`config.mk`:
```
export PLATFORM = sky130hd
export DESIGN_NAME = bus_grant_arbiter
export DESIGN_NICKNAME = d
export VERILOG_FILES = /design/src/rtl/bus_grant_arbiter_pkg.sv /design/src/rtl/sync_bit.sv /design/src/rtl/bus_grant_arbiter.sv
export SDC_FILE = /design/constraint.sdc
export NUM_CORES = 1
export LEC_CHECK = 0
export CELL_PAD_IN_SITES_DETAIL_PLACEMENT = 0
export CELL_PAD_IN_SITES_GLOBAL_PLACEMENT = 1
export CORE_MARGIN = 1.5
export CORE_UTILIZATION = 41
export DETAILED_ROUTE_END_ITERATION = 7
export GPL_ROUTABILITY_DRIVEN = 0
export PLACE_DENSITY_LB_ADDON = 0.2
export RECOVER_POWER = 50
export SYNTH_ARGS = -nofsm -noshare
export SYNTH_HDL_FRONTEND = slang
export SYNTH_SLANG_ARGS = --single-unit
```
`constraint.sdc`:
```
create_clock -name SYSCLK -period 2.2 [get_ports SYSCLK]
set_input_delay 0.55 -clock SYSCLK [delete_from_list [all_inputs] [get_ports SYSCLK]]
set_output_delay 0.55 -clock SYSCLK [all_outputs]
set_load 0.05 [all_outputs]
```
`src/rtl/bus_grant_arbiter_pkg.sv`:
```
// Shared definitions for the 68000-side bus arbiter: state encodings,
// default timing parameters and Pi status register bit positions.
package bus_grant_arbiter_pkg;

  localparam int unsigned DEF_SYNC_STAGES    = 2;
  localparam logic [7:0]  DEF_GRANT_TIMEOUT  = 8'd64;
  localparam logic [1:0]  DEF_RECOVER_CYCLES = 2'd1;

  localparam int unsigned GRANT_COUNT_W = 16;

  typedef enum logic [2:0] {
    ARB_IDLE     = 3'd0,
    ARB_WAIT_END = 3'd1,
    ARB_GRANT    = 3'd2,
    ARB_OWNED    = 3'd3,
    ARB_RECOVER  = 3'd4
  } arb_state_e;

  // Bit positions inside PI_REG_STATUS
  localparam int unsigned PI_REG_STATUS_DMA_OWNS_BIT     = 0;
  localparam int unsigned PI_REG_STATUS_TIMEOUT_FLAG_BIT = 1;

endpackage

```
`src/rtl/sync_bit.sv`:
```
// Multi-flop synchroniser for one asynchronous bus signal; resets to the
// inactive level so active-low inputs read as deasserted out of reset.
module sync_bit #(
  parameter int unsigned STAGES    = 2,
  parameter logic        RESET_VAL = 1'b1
) (
  input  logic clk,
  input  logic rst_n,
  input  logic d,
  output logic q
);

  (* async_reg = "true" *) logic [STAGES-1:0] chain;

  always_ff @(posedge clk or negedge rst_n) begin
    if (!rst_n) begin
      chain <= {STAGES{RESET_VAL}};
    end else begin
      chain <= {chain[STAGES-2:0], d};
    end
  end

  assign q = chain[STAGES-1];

endmodule

```
`src/rtl/bus_grant_arbiter.sv`:
```
// BR/BG/BGACK arbiter: lets the in-flight Pi bus cycle finish, grants the
// bus to a DMA master, tracks ownership and gates the transaction engine.
module bus_grant_arbiter
  import bus_grant_arbiter_pkg::*;
#(
  parameter int unsigned SYNC_STAGES    = DEF_SYNC_STAGES,
  parameter logic [7:0]  GRANT_TIMEOUT  = DEF_GRANT_TIMEOUT,
  parameter logic [1:0]  RECOVER_CYCLES = DEF_RECOVER_CYCLES
) (
  input  logic                     SYSCLK,
  input  logic                     nRESET,
  input  logic                     MCCLK_FALLING,
  input  logic                     ENABLE,
  input  logic                     nBR_IN,
  input  logic                     nBGACK_IN,
  input  logic                     nAS_IN,
  input  logic                     CYCLE_ACTIVE,
  output logic                     CYCLE_GNT,
  output logic                     BG_DRIVE,
  output logic                     DMA_OWNS,
  output logic [GRANT_COUNT_W-1:0] GRANT_COUNT,
  output logic                     TIMEOUT_FLAG,
  input  logic                     TIMEOUT_CLR
);

  logic nbr_sync, nbgack_sync, nas_sync;

  sync_bit #(.STAGES(SYNC_STAGES), .RESET_VAL(1'b1)) u_sync_br (
    .clk(SYSCLK), .rst_n(nRESET), .d(nBR_IN), .q(nbr_sync)
  );
  sync_bit #(.STAGES(SYNC_STAGES), .RESET_VAL(1'b1)) u_sync_bgack (
    .clk(SYSCLK), .rst_n(nRESET), .d(nBGACK_IN), .q(nbgack_sync)
  );
  sync_bit #(.STAGES(SYNC_STAGES), .RESET_VAL(1'b1)) u_sync_as (
    .clk(SYSCLK), .rst_n(nRESET), .d(nAS_IN), .q(nas_sync)
  );

  logic br, bgack, bus_as, br_pending;

  assign br         = ~nbr_sync;
  assign bgack      = ~nbgack_sync;
  assign bus_as     = ~nas_sync;
  assign br_pending = ENABLE & br;

  arb_state_e state, state_nxt;
  logic [7:0] tmo_cnt, tmo_cnt_nxt;
  logic [1:0] rec_cnt, rec_cnt_nxt;
  logic       grant_done, timeout_hit;

  // Next-state decision, applied only on MC-clock falling edges
  always_comb begin
    state_nxt   = state;
    tmo_cnt_nxt = tmo_cnt;
    rec_cnt_nxt = rec_cnt;
    grant_done  = 1'b0;
    timeout_hit = 1'b0;
    unique case (state)
      ARB_IDLE: begin
        if (br_pending) state_nxt = CYCLE_ACTIVE ? ARB_WAIT_END : ARB_GRANT;
      end
      ARB_WAIT_END: begin
        if (!br_pending)                  state_nxt = ARB_IDLE;
        else if (!CYCLE_ACTIVE && !bus_as) state_nxt = ARB_GRANT;
      end
      ARB_GRANT: begin
        tmo_cnt_nxt = tmo_cnt + 8'd1;
        if (bgack && !bus_as) begin
          state_nxt  = ARB_OWNED;
          grant_done = 1'b1;
        end else if (!br && !bgack) begin
          state_nxt = ARB_IDLE;
        end else if (tmo_cnt_nxt == GRANT_TIMEOUT) begin
          state_nxt   = ARB_IDLE;
          timeout_hit = 1'b1;
        end
        if (state_nxt != ARB_GRANT) tmo_cnt_nxt = 8'd0;
      end
      ARB_OWNED: begin
        if (!bgack) state_nxt = ARB_RECOVER;
      end
      ARB_RECOVER: begin
        rec_cnt_nxt = rec_cnt + 2'd1;
        if (rec_cnt_nxt == RECOVER_CYCLES) begin
          rec_cnt_nxt = 2'd0;
          state_nxt   = br_pending ? ARB_GRANT : ARB_IDLE;
        end
      end
      default: state_nxt = ARB_IDLE;
    endcase
  end

  // The engine must see the request in the very SYSCLK it arrives
  assign CYCLE_GNT = (state == ARB_IDLE) & ~br_pending;

  always_ff @(posedge SYSCLK or negedge nRESET) begin
    if (!nRESET) begin
      state        <= ARB_IDLE;
      tmo_cnt      <= 8'd0;
      rec_cnt      <= 2'd0;
      BG_DRIVE     <= 1'b0;
      DMA_OWNS     <= 1'b0;
      GRANT_COUNT  <= '0;
      TIMEOUT_FLAG <= 1'b0;
    end else begin
      if (MCCLK_FALLING) begin
        state    <= state_nxt;
        tmo_cnt  <= tmo_cnt_nxt;
        rec_cnt  <= rec_cnt_nxt;
        BG_DRIVE <= (state_nxt == ARB_GRANT);
        DMA_OWNS <= (state_nxt == ARB_OWNED);
        if (grant_done) GRANT_COUNT <= GRANT_COUNT + GRANT_COUNT_W'(1);
      end
      // A timeout landing with a clear pulse keeps the flag set
      if (MCCLK_FALLING && timeout_hit) TIMEOUT_FLAG <= 1'b1;
      else if (TIMEOUT_CLR)             TIMEOUT_FLAG <= 1'b0;
    end
  end

endmodule

```
==> flow_metrics.env, run 1 <==
export IMPL_worst_path_max_delay_cell="clkdlybuf4s50_1"
export IMPL_avgViaCountPerCell=5.36
export IMPL_drtAntennaViolNets=0
export IMPL_grt_ovfl_total=0
export IMPL_cts_sinks=38
export IMPL_skew_ns=0.0114
export IMPL_whs_ns=0.358
export IMPL_cts_tree="built"
export IMPL_routed_wl_um=3710
export IMPL_core_area_sq_um=4320
export IMPL_drv_slew=0
export IMPL_syn_area_per_cell_sq_um=10.7
export IMPL_outcome="completed"
export IMPL_areaGrowthSynthToFinish_pct=31.5
export IMPL_avgRoutedWirePerCell_um=14.1
export IMPL_setup_violations=0
export IMPL_max_cap_violations=0
export IMPL_cts_htree_levels=2
export IMPL_max_stage_delay_ns=0.84
export IMPL_synth_fa_ha_area_share_pct=2.75
export IMPL_yosys_top_cells_area="dfrtp_1 44%, dfstp_2 8.7%, xnor2_1 6.3%"
export IMPL_arrival_ns=1.57
export IMPL_drive_above_1_share_pct=15.1
export IMPL_hp_class="reg -> reg"
export IMPL_fillers=401
export IMPL_firstDrtPassIters=4
export IMPL_synth_top_family_by_area="simple AND/OR/NAND/NOR gates"
export IMPL_cp_required_ns=1.65
export IMPL_synth_top_area_share_pct=44.0
export IMPL_synth_cell_types=41
export IMPL_ys_seq_elements=38
export IMPL_netlist_area_sq_um=1820
export IMPL_maxSlewHeadroom_pct=37.2
export IMPL_finalCritPeriodShare_pct=96.5
export IMPL_numCtsBuffers=5
export IMPL_drtIter0Drc=75
export IMPL_yosys_area_share_xor_xnor_pct=7.21
export IMPL_antennaDiodeCount=0
export IMPL_grt_pass1_vias=1483
export IMPL_power_mw=2.17
export IMPL_grt_antenna_before_repair=0
export IMPL_yosys_area_share_simple_pct=21.7
export IMPL_synthCells=170
export IMPL_pin_count=29
export IMPL_initial_utilization_pct=42.1
export IMPL_die_area_sq_um=4850
export IMPL_hold_buffers=0
export IMPL_path_delay_family="buffers and inverters"
export IMPL_cp_cell_sequence="clkdlybuf4s50_1"
export IMPL_hold_viol_final=0
export IMPL_vdd_drop_max_mv=0.436
export IMPL_synth_nets=183
export IMPL_crit_type="reg -> out"
export IMPL_grt_max_degree=39
export IMPL_ctsRootBufferMaster="clkbuf_8"
export IMPL_cellPowerDensity_nw_per_um2=904
export IMPL_end_kind="output pin"
export IMPL_fmax_mhz=471
export IMPL_ys_warnings_count=0
export IMPL_yosys_mux_area_fraction_pct=1.79
export IMPL_crit_path_start_kind="flip-flop"
export IMPL_drc=0
export IMPL_fin_nets=224
export IMPL_utilization_pct=55.4
export IMPL_worst_slew_pin_slew_ns=0.942
export IMPL_path_max_fanout=6
export IMPL_yosysSeqAreaShare_pct=52.6
export IMPL_fp_dieH_um=69.7
export IMPL_cts_clk_slew_worst_paths_ns=0.07
export IMPL_min_period_ns=2.12
export IMPL_power_leakage_nw=1.03
export IMPL_row_count=24
export IMPL_clkLatencyLatePin_ns=0.29
export IMPL_crit_buf_inv=1
export IMPL_grt_usage_pct=17.5
export IMPL_die_x_um=69.7
export IMPL_io_buffers=28
export IMPL_vias=1414
export IMPL_grt_pass1_wl_um=6800
export IMPL_rsz0062_at_grt="no"
export IMPL_synth_compound_area_share_pct=11.6
export IMPL_synth_top_area_cell="dfrtp_1"
export IMPL_hpwl_um=2720
export IMPL_cts_buffer_depth=2
per-stage QoR:
stage               std cells  area [sq um]  setup TNS [ns]  worst slack (ns)
floorplan                 170          1830               0             0.103
global placement          256          2240           -1.98            -0.173
detailed placement        256          2240           -2.56            -0.200
CTS                       264          2390               0            0.0423
global route              264          2400               0            0.0247
finish                    264          2400               0            0.0769
registers in the layout, summed over array words and instances (netlist names):
name / cells
state: 3
DMA_OWNS: 1
GRANT_COUNT: 16
BG_DRIVE: 1
u_sync_bgack.chain: 2
u_sync_as.chain: 2
tmo_cnt: 8
u_sync_br.chain: 2
TIMEOUT_FLAG: 1
rec_cnt: 2
power breakdown:
group / total [mW] / switching (mW) / internal (mW)
sequential: 0.888 / 0.106 / 0.782
combinational: 0.547 / 0.310 / 0.237
clock: 0.730 / 0.246 / 0.484
total: 2.17 / 0.662 / 1.50
synth_stat cells:
cell and count:
nor2_1 6, ha_1 4, o41ai_1 1, nor2b_1 2
nand3b_1 1, and4_1 2, xor2_1 2, and3_1 4
buf_2 1, o211ai_1 1, o21ai_0 10, nand2b_1 4
a22o_1 1, nor3_1 3, nor3b_4 1, nor4b_1 1
nand4_1 10, o32ai_1 1, xnor2_1 13, mux2i_1 1
nand3_1 9, a22oi_1 1, inv_1 8, clkbuf_1 2
a31oi_1 3, nand4_2 1, or3_1 2, a2111oi_4 1
o2111ai_1 2, mux2_2 2, o22ai_1 4, dfstp_2 6
nor4_1 1, o21ai_1 1, dfrtp_1 32, a21oi_2 1
a211o_1 1, or3_4 1, o31a_1 1, nand2_1 18
and2_1 4
kinds of logic (layout without fill, tap and decap cells):
family	after synthesis	after routing
adders and majority gates	4	4
and+or+nand+nor	70	70
buffers and inverters	11	53
AOI/OAI and AO/OA	29	29
DFF	38	38
xor gates and xnor gates	15	15
muxes	3	3
worst paths after layout:
kind                       cells after the start          startpoint                  to  slack [ns]
min in group asynchronous                      2              nRESET          tmo_cnt[7]        0.92
min reg2reg                                    0  u_sync_br.chain[0]  u_sync_br.chain[1]        0.36
max in group asynchronous                      2              nRESET      GRANT_COUNT[3]        0.69
max reg2reg                                    5            state[2]     GRANT_COUNT[13]        0.19
min                                            0  u_sync_br.chain[0]  u_sync_br.chain[1]        0.36
max                                            1      GRANT_COUNT[2]      GRANT_COUNT[2]        0.08
layer usage:
metal	global-route usage (%)	up-vias	wire (um)
met5	0	-	0
met4	8.33	0	70
met3	4.22	8	125
met2	28.0	25	1790
met1	22.3	688	1730
li1	-	693	-
cell usage in the layout, fill, tap and decap left out, types with 2 or more instances in the layout:
cell type and instances:
a31oi_1 3, and2_1 4, and3_1 4, and4_1 2, buf_4 6, bufinv_16 2
clkbuf_8 6, clkdlybuf4s50_1 21, dfrtp_1 32, dfstp_2 6, dlygate4sd3_1 4, dlymetal6s2s_1 2
ha_1 4, inv_1 8, mux2_2 2, nand2_1 18, nand2b_1 4, nand3_1 9
nand4_1 10, nor2_1 6, nor3_1 3, o2111ai_1 2, o21ai_0 10, o22ai_1 4
or3_1 2, xnor2_1 13, xor2_1 2
cell type report:
cell class	count	area, sq um	area share (%)
multi-input combinational	121	843	35.2
sequential	38	958	40.0
inverter	8	30.0	1.25
tap	52	65.1	2.72
clock buffer	6	82.6	3.45
clock inverter	2	60.1	2.51
timing repair buffer	37	357	14.9
repair_timing:
action                                  in CTS  in global routing
endpoints found under the setup margin       1                  5
setup buffers                                0                  0
resized for setup                            1                  4
pin swaps                                    0                  2
cloned                                       0                  0
(Power assumes the default switching activity.)
==> run 2, diff against run 1 <==
- CORE_UTILIZATION: 41 -> 30
- MAX_ROUTING_LAYER: not set -> met4
- SLEW_MARGIN: not set -> 10
==> flow_metrics.env, run 2 (synthesized netlist as in run 1, its figures left out) <==
export IMPL_outcome="completed"
export IMPL_cts_buffer_depth=2
export IMPL_cp_required_ns=1.65
export IMPL_cts_setup_buffers=0
export IMPL_core_area_sq_um=5890
export IMPL_finalCritPeriodShare_pct=96.3
export IMPL_drv_slew=0
export IMPL_post_place_cells=279
export IMPL_largest_reg_flops=16
export IMPL_setup_violations=0
export IMPL_path_max_fanout=6
export IMPL_min_period_ns=2.12
export IMPL_drtIter0Drc=91
export IMPL_cts_clk_slew_worst_paths_ns=0.08
export IMPL_numCtsBuffers=5
export IMPL_fin_nets=224
export IMPL_clockPowerShare_pct=25.2
export IMPL_cts_sinks=38
export IMPL_die_area_sq_um=6550
export IMPL_row_count=28
export IMPL_cts_htree_levels=2
export IMPL_swShare_pct=34.0
export IMPL_cp_cell_sequence="clkdlybuf4s50_1"
export IMPL_clkLatencyLatePin_ns=0.29
export IMPL_drc=0
export IMPL_vias=1422
export IMPL_maxSlewHeadroom_pct=35.8
export IMPL_mostFrequentLayoutCells="32 x dfrtp_1, 21 x clkdlybuf4s50_1, 18 x nand2_1"
export IMPL_grt_usage_pct=13.9
export IMPL_skew_ns=0.0126
export IMPL_grt_pass1_vias=1431
export IMPL_crit_buf_inv=1
export IMPL_grt_ovfl_total=0
export IMPL_final_common_cell="dfrtp_1"
export IMPL_drive_above_1_share_pct=14.6
export IMPL_fmax_mhz=472
export IMPL_max_stage_delay_ns=0.84
export IMPL_avgViaCountPerCell=4.95
export IMPL_initial_utilization_pct=31.0
export IMPL_largest_register="GRANT_COUNT"
export IMPL_top_regs="GRANT_COUNT x16, tmo_cnt x8, state x3"
export IMPL_fp_dieH_um=80.9
export IMPL_die_x_um=80.9
export IMPL_cts_tree="built"
export IMPL_worst_path_max_delay_cell="clkdlybuf4s50_1"
export IMPL_crit_end="GRANT_COUNT[5]"
export IMPL_max_cap_violations=0
export IMPL_fillers=585
export IMPL_grt_antenna_before_repair=0
export IMPL_firstDrtPassIters=6
export IMPL_antennaDiodeCount=0
export IMPL_pin_count=29
export IMPL_p_sw_mw=0.658
export IMPL_areaGrowthSynthToFinish_pct=29.9
export IMPL_worst_slew_pin_slew_ns=0.963
export IMPL_rr_endpoint="GRANT_COUNT[13]"
export IMPL_end_kind="output pin"
export IMPL_hp_class="reg -> reg"
export IMPL_crit_path_start_kind="flip-flop"
export IMPL_reg2reg_from="state[0]"
export IMPL_arrival_ns=1.57
export IMPL_vdd_drop_max_mv=0.375
export IMPL_avgRoutedWirePerCell_um=14.0
export IMPL_crit_path_start="GRANT_COUNT[5]"
export IMPL_fin_area_sq_um=2370
export IMPL_rrSetupSlack_ns=0.24
export IMPL_routed_wl_um=4030
export IMPL_p_comb_share_pct=28.6
export IMPL_path_delay_family="buffers and inverters"
export IMPL_grt_max_degree=39
export IMPL_power_leakage_nw=1.01
export IMPL_drtAntennaViolNets=0
export IMPL_cellPowerDensity_nw_per_um2=816
export IMPL_io_buffers=28
export IMPL_power_frac_seq_pct=46.2
export IMPL_ctsRootBufferMaster="clkbuf_8"
export IMPL_crit_type="reg -> out"
export IMPL_path_depth=1
export IMPL_hpwl_um=2870
export IMPL_hold_viol_final=0
export IMPL_utilization_pct=40.2
export IMPL_rsz0062_at_grt="no"
export IMPL_p_int_mw=1.27
export IMPL_reg2reg_depth=6
export IMPL_grt_pass1_wl_um=6690
export IMPL_final_cells=287
export IMPL_place_area_sq_um=2260
==> run 2: stage by stage <==
step                      power, mW  setup TNS (ns)  hold slack [ns]  setup slack [ns]
final                          1.93               0            0.355            0.0808
after global routing           2.06               0            0.359           0.00385
after CTS                      1.96               0            0.331            0.0465
after detailed placement       1.45           -1.98            0.347            -0.180
after global placement         1.43           -1.64            0.347            -0.150
after floorplan                1.24               0            0.254             0.103
==> run 2: power groups by stage <==
stage	combinational (mW)	clock, mW	sequential [mW]
3_3_place_gp	0.533	0	0.892
4_1_cts	0.561	0.506	0.890
2_1_floorplan	0.306	0	0.933
3_5_place_dp	0.550	0	0.897
5_1_grt	0.603	0.548	0.906
6_report	0.553	0.487	0.892
==> run 2: repair_timing <==
action,CTS,global route
endpoints found under the setup margin,1,5
pin swaps,0,1
hold buffers,0,0
gates resized for setup,1,5
cloned,0,0
==> run 2: how the worst min path moves through the flow <==
stage	startpoint	to	slack (ns)	cells past startpoint
2_1_floorplan	nRESET	BG_DRIVE	0.25	0
3_3_place_gp	u_sync_as.chain[0]	u_sync_as.chain[1]	0.35	0
3_5_place_dp	u_sync_as.chain[0]	u_sync_as.chain[1]	0.35	0
4_1_cts	nRESET	GRANT_COUNT[7]	0.33	2
5_1_grt	u_sync_as.chain[0]	u_sync_as.chain[1]	0.36	0
6_report	u_sync_as.chain[0]	u_sync_as.chain[1]	0.36	0
==> run 2: area by class of cell <==
class | instances | area, sq um | share of cell area (%)
sequential | 38 | 958 | 40.5
inverter | 8 | 30.0 | 1.27
timing repair buffer | 37 | 352 | 14.9
multi-input combinational | 121 | 843 | 35.6
tap | 75 | 93.8 | 3.96
clock buffer | 8 | 90.1 | 3.81
==> run 2: routing by layer <==
layer	vias to the layer above	global-route usage, %	part of all wire (%)
met5	-	-	0
met4	0	5.34	0.57
met3	4	4.16	4.9
met2	39	21.8	50
met1	686	16.9	44
li1	693	-	-
==> run 3, diff against run 2 <==
- CTS_BUF_LIST: not set -> sky130_fd_sc_hd__clkbuf_4 sky130_fd_sc_hd__clkbuf_8
- MAX_ROUTING_LAYER: met4 -> not set
==> flow_metrics.env, run 3 (synthesized netlist as in run 1, its figures left out) <==
export IMPL_path_delay_family="buffers and inverters"
export IMPL_die_area_sq_um=6550
export IMPL_cts_clk_slew_worst_paths_ns=0.08
export IMPL_routed_wl_um=4030
export IMPL_cts_htree_levels=2
export IMPL_grt_pass1_vias=1430
export IMPL_cp_required_ns=1.65
export IMPL_setup_violations=0
export IMPL_largest_reg_flops=16
export IMPL_top_regs="GRANT_COUNT x16, tmo_cnt x8, state x3"
export IMPL_drv_slew=0
export IMPL_grt_usage_pct=13.5
export IMPL_cts_tree="built"
export IMPL_hpwl_um=2870
export IMPL_hold_viol_final=0
export IMPL_skew_ns=0.0131
export IMPL_max_cap_violations=0
export IMPL_mostFrequentLayoutCells="32 x dfrtp_1, 21 x clkdlybuf4s50_1, 18 x nand2_1"
export IMPL_avgViaCountPerCell=4.95
export IMPL_firstDrtPassIters=4
export IMPL_largest_register="GRANT_COUNT"
export IMPL_grt_ovfl_total=0
export IMPL_cts_buffer_depth=2
export IMPL_max_stage_delay_ns=0.84
export IMPL_maxSlewHeadroom_pct=35.8
export IMPL_cp_cell_sequence="clkdlybuf4s50_1"
export IMPL_drtIter0Drc=88
export IMPL_ctsRootBufferMaster="clkbuf_8"
export IMPL_crit_buf_inv=1
export IMPL_fillers=581
export IMPL_avgRoutedWirePerCell_um=14.0
export IMPL_worst_slew_pin_slew_ns=0.963
export IMPL_arrival_ns=1.57
export IMPL_cts_sinks=38
export IMPL_die_x_um=80.9
export IMPL_drive_above_1_share_pct=15.6
export IMPL_worst_path_max_delay_cell="clkdlybuf4s50_1"
export IMPL_outcome="completed"
export IMPL_cellPowerDensity_nw_per_um2=824
export IMPL_path_max_fanout=6
export IMPL_numCtsBuffers=5
export IMPL_row_count=28
export IMPL_crit_path_start_kind="flip-flop"
export IMPL_whs_ns=0.355
export IMPL_drtAntennaViolNets=0
export IMPL_grt_pass1_wl_um=6690
export IMPL_hold_buffers=0
export IMPL_vdd_drop_max_mv=0.375
export IMPL_core_area_sq_um=5890
export IMPL_end_kind="output pin"
export IMPL_final_cells=287
export IMPL_hp_class="reg -> reg"
export IMPL_final_common_cell="dfrtp_1"
export IMPL_fin_nets=224
export IMPL_grt_antenna_before_repair=0
export IMPL_fp_dieH_um=80.9
export IMPL_finalCritPeriodShare_pct=96.3
export IMPL_initial_utilization_pct=31.0
export IMPL_fmax_mhz=472
export IMPL_vias=1420
export IMPL_drc=0
export IMPL_grt_max_degree=39
export IMPL_clkLatencyLatePin_ns=0.29
export IMPL_areaGrowthSynthToFinish_pct=30.4
export IMPL_rsz0062_at_grt="no"
export IMPL_crit_type="reg -> out"
export IMPL_pin_count=29
export IMPL_post_place_cells=279
export IMPL_power_leakage_nw=1.01
export IMPL_antennaDiodeCount=0
export IMPL_io_buffers=28
export IMPL_min_period_ns=2.12
-- run 3: path summary, 6_finish.rpt --
check | to | cells past startpoint | slack (ns) | from
worst max-delay path | GRANT_COUNT[5] | 1 | 0.08 | GRANT_COUNT[5]
worst min register to register | u_sync_as.chain[1] | 0 | 0.36 | u_sync_as.chain[0]
worst min-delay path | u_sync_as.chain[1] | 0 | 0.36 | u_sync_as.chain[0]
min in group asynchronous | tmo_cnt[5] | 2 | 0.50 | nRESET
worst max register to register | GRANT_COUNT[13] | 6 | 0.24 | state[0]
max in group asynchronous | rec_cnt[1] | 2 | 1.10 | nRESET
-- run 3: cell type report --
class                      count  area (sq um)  share of cell area, %
sequential                    38           958                   40.4
tap                           75          93.8                   3.95
inverter                       8          30.0                   1.26
timing repair buffer          37           352                   14.8
multi-input combinational    121           843                   35.5
clock buffer                   8          97.6                   4.11
-- run 3: worst reg2reg max path, stage by stage, from the launching register on --
cell and delay (ns):
dfrtp_1 0.52, nor3b_4 0.34, nand4_2 0.19, a2111oi_4 0.35, buf_4 0.20, nand4_1 0.12, xnor2_1 0.14
-- run 3: power breakdown --
part | leakage, nW | switching, mW | internal (mW)
combinational | 0.461 | 0.317 | 0.236
clock | 0.0523 | 0.232 | 0.280
sequential | 0.500 | 0.109 | 0.783
total | 1.01 | 0.658 | 1.30
-- run 3: timing repair --
item,4_1_cts,5_1_grt
setup buffers,0,0
pin swaps,0,1
endpoints found under the setup margin,1,5
resized for setup,1,5
-- run 3: layer usage --
layer	GRT usage (%)	part of all wire, %	wire length, um
met5	0	0	0
met4	5.34	0.60	24
met3	4.16	4.4	178
met1	16.9	45	1800
met2	21.8	50	2030
-- run 3: stage by stage --
stage / total power [mW] / cell area, sq um / utilization (%) / TNS (ns) / setup WS, ns
6_report: 1.96 / 2370 / 40.3 / 0 / 0.0807
5_1_grt: 2.08 / 2370 / 40.3 / 0 / 0.00399
3_5_place_dp: 1.45 / 2260 / 38.4 / -1.98 / -0.180
2_1_floorplan: 1.24 / 1830 / - / 0 / 0.103
3_3_place_gp: 1.43 / 2260 / 38.4 / -1.64 / -0.150
4_1_cts: 1.98 / 2370 / 40.2 / 0 / 0.0465
